===== config.mk =====
export PLATFORM = sky130hd
export DESIGN_NAME = mem_port_arbiter
export DESIGN_NICKNAME = d
export VERILOG_FILES = /design/src/rtl/mem_port_arbiter.sv
export SDC_FILE = /design/constraint.sdc
export NUM_CORES = 1
export LEC_CHECK = 0
export BUFFER_PORTS_ARGS = -buffer_cell sky130_fd_sc_hd__buf_2
export CAP_MARGIN = 20
export CORE_AREA = 2 2 107 109
export DETAILED_ROUTE_END_ITERATION = 8
export DIE_AREA = 0 0 109 111
export GPL_ROUTABILITY_DRIVEN = 0
export PLACE_DENSITY = 0.62
export SYNTH_ARGS = -nofsm -noshare
export SYNTH_HDL_FRONTEND = slang
export SYNTH_SLANG_ARGS = --single-unit

===== constraint.sdc =====
create_clock -name clk_i -period 2.45 [get_ports clk_i]
set_clock_uncertainty 0.1 [all_clocks]
set_input_delay 0.245 -clock clk_i [delete_from_list [all_inputs] [get_ports clk_i]]
set_output_delay 0.245 -clock clk_i [all_outputs]
set_load 0.1 [all_outputs]

===== src/rtl/mem_port_arbiter.sv =====
// ============================================================================
// mem_port_arbiter
//   Shares the core's single memory port between instruction fetch (IF) and
//   the load/store unit (LSU). Requests use a req/gnt handshake toward memory,
//   responses come back in order via rvalid. A small owner FIFO remembers who
//   issued each accepted transaction so the response is routed to that side.
//   At most MAX_OUTSTANDING transactions may be accepted but unanswered.
//
//   Optional feature (macro MEM_ARB_STARVE_GUARD_EN):
//     When defined, a counter tracks consecutive LSU grants while IF waits.
//     After STARVE_LIMIT such grants, IF wins the next IDLE arbitration.
//     When undefined, the LSU always has priority.
//
// Ports:
//   clk_i, rstn_i            clock, asynchronous active-low reset
//   if_req_i / if_addr_i     fetch request and address
//   if_gnt_o                 fetch request accepted this cycle
//   if_rvalid_o/if_rdata_o   fetch response
//   lsu_req_i/we/be/addr/wdata  data request fields
//   lsu_gnt_o                data request accepted this cycle
//   lsu_rvalid_o/lsu_rdata_o data response (reads and writes)
//   mem_req_o/we/be/addr/wdata  request toward the memory interconnect
//   mem_gnt_i                memory accepted the request
//   mem_rvalid_i/mem_rdata_i memory response
//   busy_o                   transaction outstanding or a request held
//   protocol_err_o           response arrived with nothing outstanding
// ============================================================================
module mem_port_arbiter #(
    parameter int unsigned MAX_OUTSTANDING = 2,
    parameter int unsigned STARVE_LIMIT    = 4
) (
    input  logic        clk_i,
    input  logic        rstn_i,
    // instruction fetch
    input  logic        if_req_i,
    input  logic [31:0] if_addr_i,
    output logic        if_gnt_o,
    output logic        if_rvalid_o,
    output logic [31:0] if_rdata_o,
    // load/store unit
    input  logic        lsu_req_i,
    input  logic        lsu_we_i,
    input  logic [3:0]  lsu_be_i,
    input  logic [31:0] lsu_addr_i,
    input  logic [31:0] lsu_wdata_i,
    output logic        lsu_gnt_o,
    output logic        lsu_rvalid_o,
    output logic [31:0] lsu_rdata_o,
    // memory port
    output logic        mem_req_o,
    output logic        mem_we_o,
    output logic [3:0]  mem_be_o,
    output logic [31:0] mem_addr_o,
    output logic [31:0] mem_wdata_o,
    input  logic        mem_gnt_i,
    input  logic        mem_rvalid_i,
    input  logic [31:0] mem_rdata_i,
    // status
    output logic        busy_o,
    output logic        protocol_err_o
);

    localparam int unsigned PTRW = (MAX_OUTSTANDING > 1) ? $clog2(MAX_OUTSTANDING) : 1;
    localparam int unsigned CNTW = $clog2(MAX_OUTSTANDING + 1);

    typedef enum logic [1:0] {
        IDLE     = 2'd0,
        HOLD_IF  = 2'd1,
        HOLD_LSU = 2'd2
    } state_e;

    state_e state_q, state_d;

    // Owner FIFO: one bit per entry, 1 = LSU, 0 = IF.
    logic [MAX_OUTSTANDING-1:0] owner_q;
    logic [PTRW-1:0]            wr_ptr_q, rd_ptr_q;
    logic [CNTW-1:0]            count_q;

    logic fifo_empty, fifo_full;
    logic push, pop;
    logic head_lsu;
    logic sel_valid, sel_lsu;
    logic grant;
    logic force_if;

    assign fifo_empty = (count_q == '0);
    assign fifo_full  = (count_q == CNTW'(MAX_OUTSTANDING));
    assign head_lsu   = owner_q[rd_ptr_q];

    // A response is only consumed when something is outstanding; a stray
    // rvalid is dropped and flagged instead.
    assign pop  = mem_rvalid_i & ~fifo_empty;
    assign push = grant;

    // Pointers wrap modulo MAX_OUTSTANDING, which need not fill PTRW bits.
    function automatic logic [PTRW-1:0] ptr_inc(input logic [PTRW-1:0] p);
        return (p == PTRW'(MAX_OUTSTANDING - 1)) ? '0 : p + 1'b1;
    endfunction

    // ------------------------------------------------------------------------
    // Arbitration FSM
    // ------------------------------------------------------------------------
    always_ff @(posedge clk_i or negedge rstn_i) begin
        if (!rstn_i) state_q <= IDLE;
        else         state_q <= state_d;
    end

    always_comb begin
        sel_valid = 1'b0;
        sel_lsu   = 1'b0;
        state_d   = IDLE;
        case (state_q)
            IDLE: begin
                // A pop this cycle frees a slot, so a full FIFO may still issue.
                if (!fifo_full || pop) begin
                    if (lsu_req_i && !(force_if && if_req_i)) begin
                        sel_valid = 1'b1;
                        sel_lsu   = 1'b1;
                    end else if (if_req_i) begin
                        sel_valid = 1'b1;
                        sel_lsu   = 1'b0;
                    end
                end
            end
            // Locked to the held requester until granted. If it drops its
            // request (a protocol violation) we fall back to IDLE rather than
            // issue a request nobody owns.
            HOLD_IF: begin
                sel_valid = if_req_i;
                sel_lsu   = 1'b0;
            end
            HOLD_LSU: begin
                sel_valid = lsu_req_i;
                sel_lsu   = 1'b1;
            end
            default: ;
        endcase
        if (sel_valid && !mem_gnt_i)
            state_d = sel_lsu ? HOLD_LSU : HOLD_IF;
    end

    // ------------------------------------------------------------------------
    // Request path (zero-cycle). Outputs are forced low while in reset so a
    // requester still asserting req cannot leak through during reset.
    // ------------------------------------------------------------------------
    always_comb begin
        mem_req_o   = rstn_i & sel_valid;
        mem_we_o    = 1'b0;
        mem_be_o    = 4'h0;
        mem_addr_o  = 32'h0;
        mem_wdata_o = 32'h0;
        if (mem_req_o) begin
            if (sel_lsu) begin
                mem_we_o    = lsu_we_i;
                mem_be_o    = lsu_be_i;
                mem_addr_o  = lsu_addr_i;
                mem_wdata_o = lsu_wdata_i;
            end else begin
                mem_be_o    = 4'hF;
                mem_addr_o  = if_addr_i;
            end
        end
    end

    assign grant     = mem_req_o & mem_gnt_i;
    assign if_gnt_o  = grant & ~sel_lsu;
    assign lsu_gnt_o = grant &  sel_lsu;

    // ------------------------------------------------------------------------
    // Response routing: head of the owner FIFO gets the response this cycle.
    // ------------------------------------------------------------------------
    assign if_rvalid_o    = pop & ~head_lsu;
    assign lsu_rvalid_o   = pop &  head_lsu;
    assign if_rdata_o     = if_rvalid_o  ? mem_rdata_i : 32'h0;
    assign lsu_rdata_o    = lsu_rvalid_o ? mem_rdata_i : 32'h0;
    assign protocol_err_o = rstn_i & mem_rvalid_i & fifo_empty;

    assign busy_o = (count_q != '0) | (state_q != IDLE);

    // ------------------------------------------------------------------------
    // Owner FIFO
    // ------------------------------------------------------------------------
    always_ff @(posedge clk_i or negedge rstn_i) begin
        if (!rstn_i) begin
            owner_q  <= '0;
            wr_ptr_q <= '0;
            rd_ptr_q <= '0;
            count_q  <= '0;
        end else begin
            if (push) begin
                owner_q[wr_ptr_q] <= sel_lsu;
                wr_ptr_q          <= ptr_inc(wr_ptr_q);
            end
            if (pop)
                rd_ptr_q <= ptr_inc(rd_ptr_q);
            // push and pop together (including when full) leave count as is
            case ({push, pop})
                2'b10:   count_q <= count_q + 1'b1;
                2'b01:   count_q <= count_q - 1'b1;
                default: ;
            endcase
        end
    end

    // ------------------------------------------------------------------------
    // Fetch starvation guard
    // ------------------------------------------------------------------------
`ifdef MEM_ARB_STARVE_GUARD_EN
    localparam int unsigned SCW = $clog2(STARVE_LIMIT + 1);

    logic [SCW-1:0] starve_q;

    assign force_if = (starve_q == SCW'(STARVE_LIMIT));

    // Counts LSU grants taken while IF is waiting; saturates at the limit
    // (reachable only through a granted HOLD_LSU).
    always_ff @(posedge clk_i or negedge rstn_i) begin
        if (!rstn_i)
            starve_q <= '0;
        else if (!if_req_i || if_gnt_o)
            starve_q <= '0;
        else if (lsu_gnt_o && !force_if)
            starve_q <= starve_q + 1'b1;
    end
`else
    assign force_if = 1'b0;
`endif

endmodule


==> run summary <==
DIE AREA - 12100 sq um
Ant. Diodes - 0
Initial Util - 0.1510
Worst setup SP type - flip-flop
design area - 5293 sq um
DR vias - 2875
Avg Inst Size Synth - 6.105 sq um
TNS Setup - 0 ns
Pins Over Slew Limit - 0
drt via density - 4.161
WHS Path Cells - 2
pwr dens - 1195 nW/um^2
r2r setup slk - 0.16 ns
CTS tree - done
max cap viols - 0
Hold Crit Endpoint - state_q[1]
WL per Instance - 12.97 um
CTS H-tree lvls - 1
Worst path slowest cell - or4b_4
worst slew pin tran - 0.5159 ns
RR Endpoint - owner_q[0]
status - finished clean
cell taking the most area after synthesis - and2_1
maximum VDD drop - 0.0009990 V
Bufs and invs on worst path - 2
Area growth syn-to-layout - 216.4%
Post-Route WL - 8.962 mm
DRC - 0
share of flip-flops with an asynchronous set or reset - 1.000
site row count - 39
Fin Hold WS - 0.1522 ns
Remaining Overflow, GRT - 0
main combinational cell family by area after synthesis - simple AND/OR/NAND/NOR gates
area share of the largest cell type after synthesis - 0.2393
post-DP HPWL - 7.461 mm
Hold Startpoint - mem_gnt_i
Critical Path AT - 2.07 ns
CTS Buf Count - 3
dpl ws - 0.1548 ns
mux share of post-synthesis cell area - 0.01945
delay-heaviest family, CP - simple AND/OR/NAND/NOR gates
number of enable flip-flop cells after synthesis - 0
Hold Crit Class - input pin to flip-flop
setup ws final - 0.03574 ns
Post-Layout Cell Count - 691
core area - 11080 sq um
vias in the first global route - 2737
gr usage total - 0.1363
Placed Cells - 684
Crit Path Category - flip-flop to output pin
clock sinks - 8
Root Buffer - clkbuf_16
drt pass-1 iters - 4
post-route clock period utilization - 0.9854
NumNets Final - 690
Worst-Skew Late Latency - 0.23 ns
Synth Register Bits - 8
mapped cell area - 1673 sq um
crit path max fanout - 13
syn_nets - 414
slowest stage delay, CP - 0.54 ns
Simple-Gate Fraction of Synth Area - 0.6148
DR iter-0 viols - 121
Synth area leaders - and2_1 (24%), nand2_1 (15%), and3_1 (12%)
P_leak - 2.588 nW
Distinct cells, synth - 31
Die Ht - 111 um
IO Pins - 279
Slew headroom - 0.6584
Post-Place Cell Area - 5117 sq um
Critical Path RT - 2.11 ns
complex-gate fraction of the synthesized area - 0.1219
first-pass GRT wire length - 13.35 mm
post-route ant nets - 0
post-synthesis xor/xnor area fraction - 0.02094
Setup-failing EPs final - 0
Synth Flop Type - dfrtp_1
largest net degree at the start of global routing - 38
share of cells above drive strength 1 - 0.6624
unrepaired setup endpoints after global routing - true
DIE WIDTH - 109 um
Seq/Total Area, Yosys - 0.1197
Reg-to-Reg Start - count_q[0]
Worst-path clk slew - 0.04 ns
initial antenna violation count - 0
adder and majority gate portion of the synthesized area - 0.007479
input/output buffers - 278
crit-path cells - or4b_4 -> a22oi_4 -> bufbuf_16 -> a21oi_4 -> buf_12
Synth Instances - 274
Hold Vio Cnt, Final - 0
Ys Warns - 0
Fmax - 0.4142 GHz
number of cells on the worst reg-to-reg path - 5
critical path capture point type - output pin
clk buf depth - 2
Period minus WS final - 2.414 ns
through the flow:
stage | util | power, mW
finish | 0.4778 | 6.325
global route | 0.4778 | 6.525
global placement | 0.4620 | 6.000
detailed placement | 0.4620 | 6.025
CTS | 0.4743 | 6.350
floorplan | - | 4.085
flip-flops by register name, indices dropped and copies added, names as in the netlist:
signal	count
wr_ptr_q	1
count_q	2
owner_q	2
state_q	2
rd_ptr_q	1
cells in the mapped netlist (2+ instances only):
master and number:
nand2b_1 2, and3_1 33, inv_1 2, nand2_1 67
dfrtp_1 8, buf_2 5, and3b_1 2, nor2_1 14
xnor2_1 3, buf_6 6, a21oi_1 32, and2_1 64
clkbuf_1 15, nor3b_1 2, mux2_1 2, o21ai_0 2
worst max path at each step:
stage,from,end,cells past startpoint
floorplan,state_q[0],if_gnt_o,6
global placement,count_q[0],mem_addr_o[25],6
detailed placement,state_q[0],mem_addr_o[25],6
CTS,count_q[0],mem_addr_o[5],5
global route,count_q[0],mem_addr_o[9],5
finish,count_q[0],mem_addr_o[5],5
cells in the final DEF (no fill, tap or decap), types with 2 or more instances in the layout:
master / instances
and3_1: 33
dfrtp_1: 7
nand2b_1: 2
and2_1: 46
xnor2_1: 3
mux2_1: 2
and3b_1: 2
nor2_1: 10
or4b_4: 2
nor2_2: 4
buf_12: 104
a21oi_2: 4
and2_2: 18
buf_2: 170
a21oi_4: 28
buf_4: 19
inv_1: 2
clkbuf_4: 2
o21ai_0: 2
clkbuf_16: 3
nand2_1: 67
worst register-to-register path: stages (launching register included):
cell and delay, ns:
dfrtp_2 0.44, or4b_4 0.54, a22oi_4 0.26, bufbuf_16 0.38, or3_4 0.15, mux2_1 0.30
report_power, final:
group          internal (mW)  total [mW]  switching [mW]
Sequential             0.191       0.251          0.0599
Combinational           1.89        5.80            3.91
Clock                  0.210       0.275          0.0643
Total                   2.29        6.33            4.03
cell families (layout without fill, tap and decap cells):
logic type,Yosys count,count (layout)
buffers and inverters,29,303
muxes,3,3
DFF,8,8
xor gates and xnor gates,4,4
AOI/OAI and AO/OA,37,37
and+or+nand+nor,192,192
adders and majority gates,1,1
timing repair:
item | in CTS | in global routing
gates cloned | 1 | 0
buffers inserted | 0 | 2
endpoints found under the hold margin | 8 | 0
gates resized for setup | 7 | 4
setup endpoints to repair | 22 | 40
pin swaps | 1 | 1
hold buffers | 1 | 0
routing by layer:
metal | vias to the layer above | GRT usage | share of wire
li1 | 1433 | - | -
met1 | 1294 | 0.1494 | 0.37
met2 | 140 | 0.2513 | 0.51
met3 | 8 | 0.04644 | 0.11
met4 | 0 | 0.02393 | 0.0089
met5 | - | 0 | 0
final cells by class:
| class | instances | area [sq um] |
|---|---|---|
| multi-input combinational | 237 | 1693 |
| sequential | 8 | 201.4 |
| inverter | 3 | 11.26 |
| tap | 143 | 178.9 |
| fill | 1016 | 5784 |
| clock buffer | 3 | 75.07 |
| timing repair buffer | 297 | 3133 |
No activity file was read; power rests on OpenSTA's default activity.
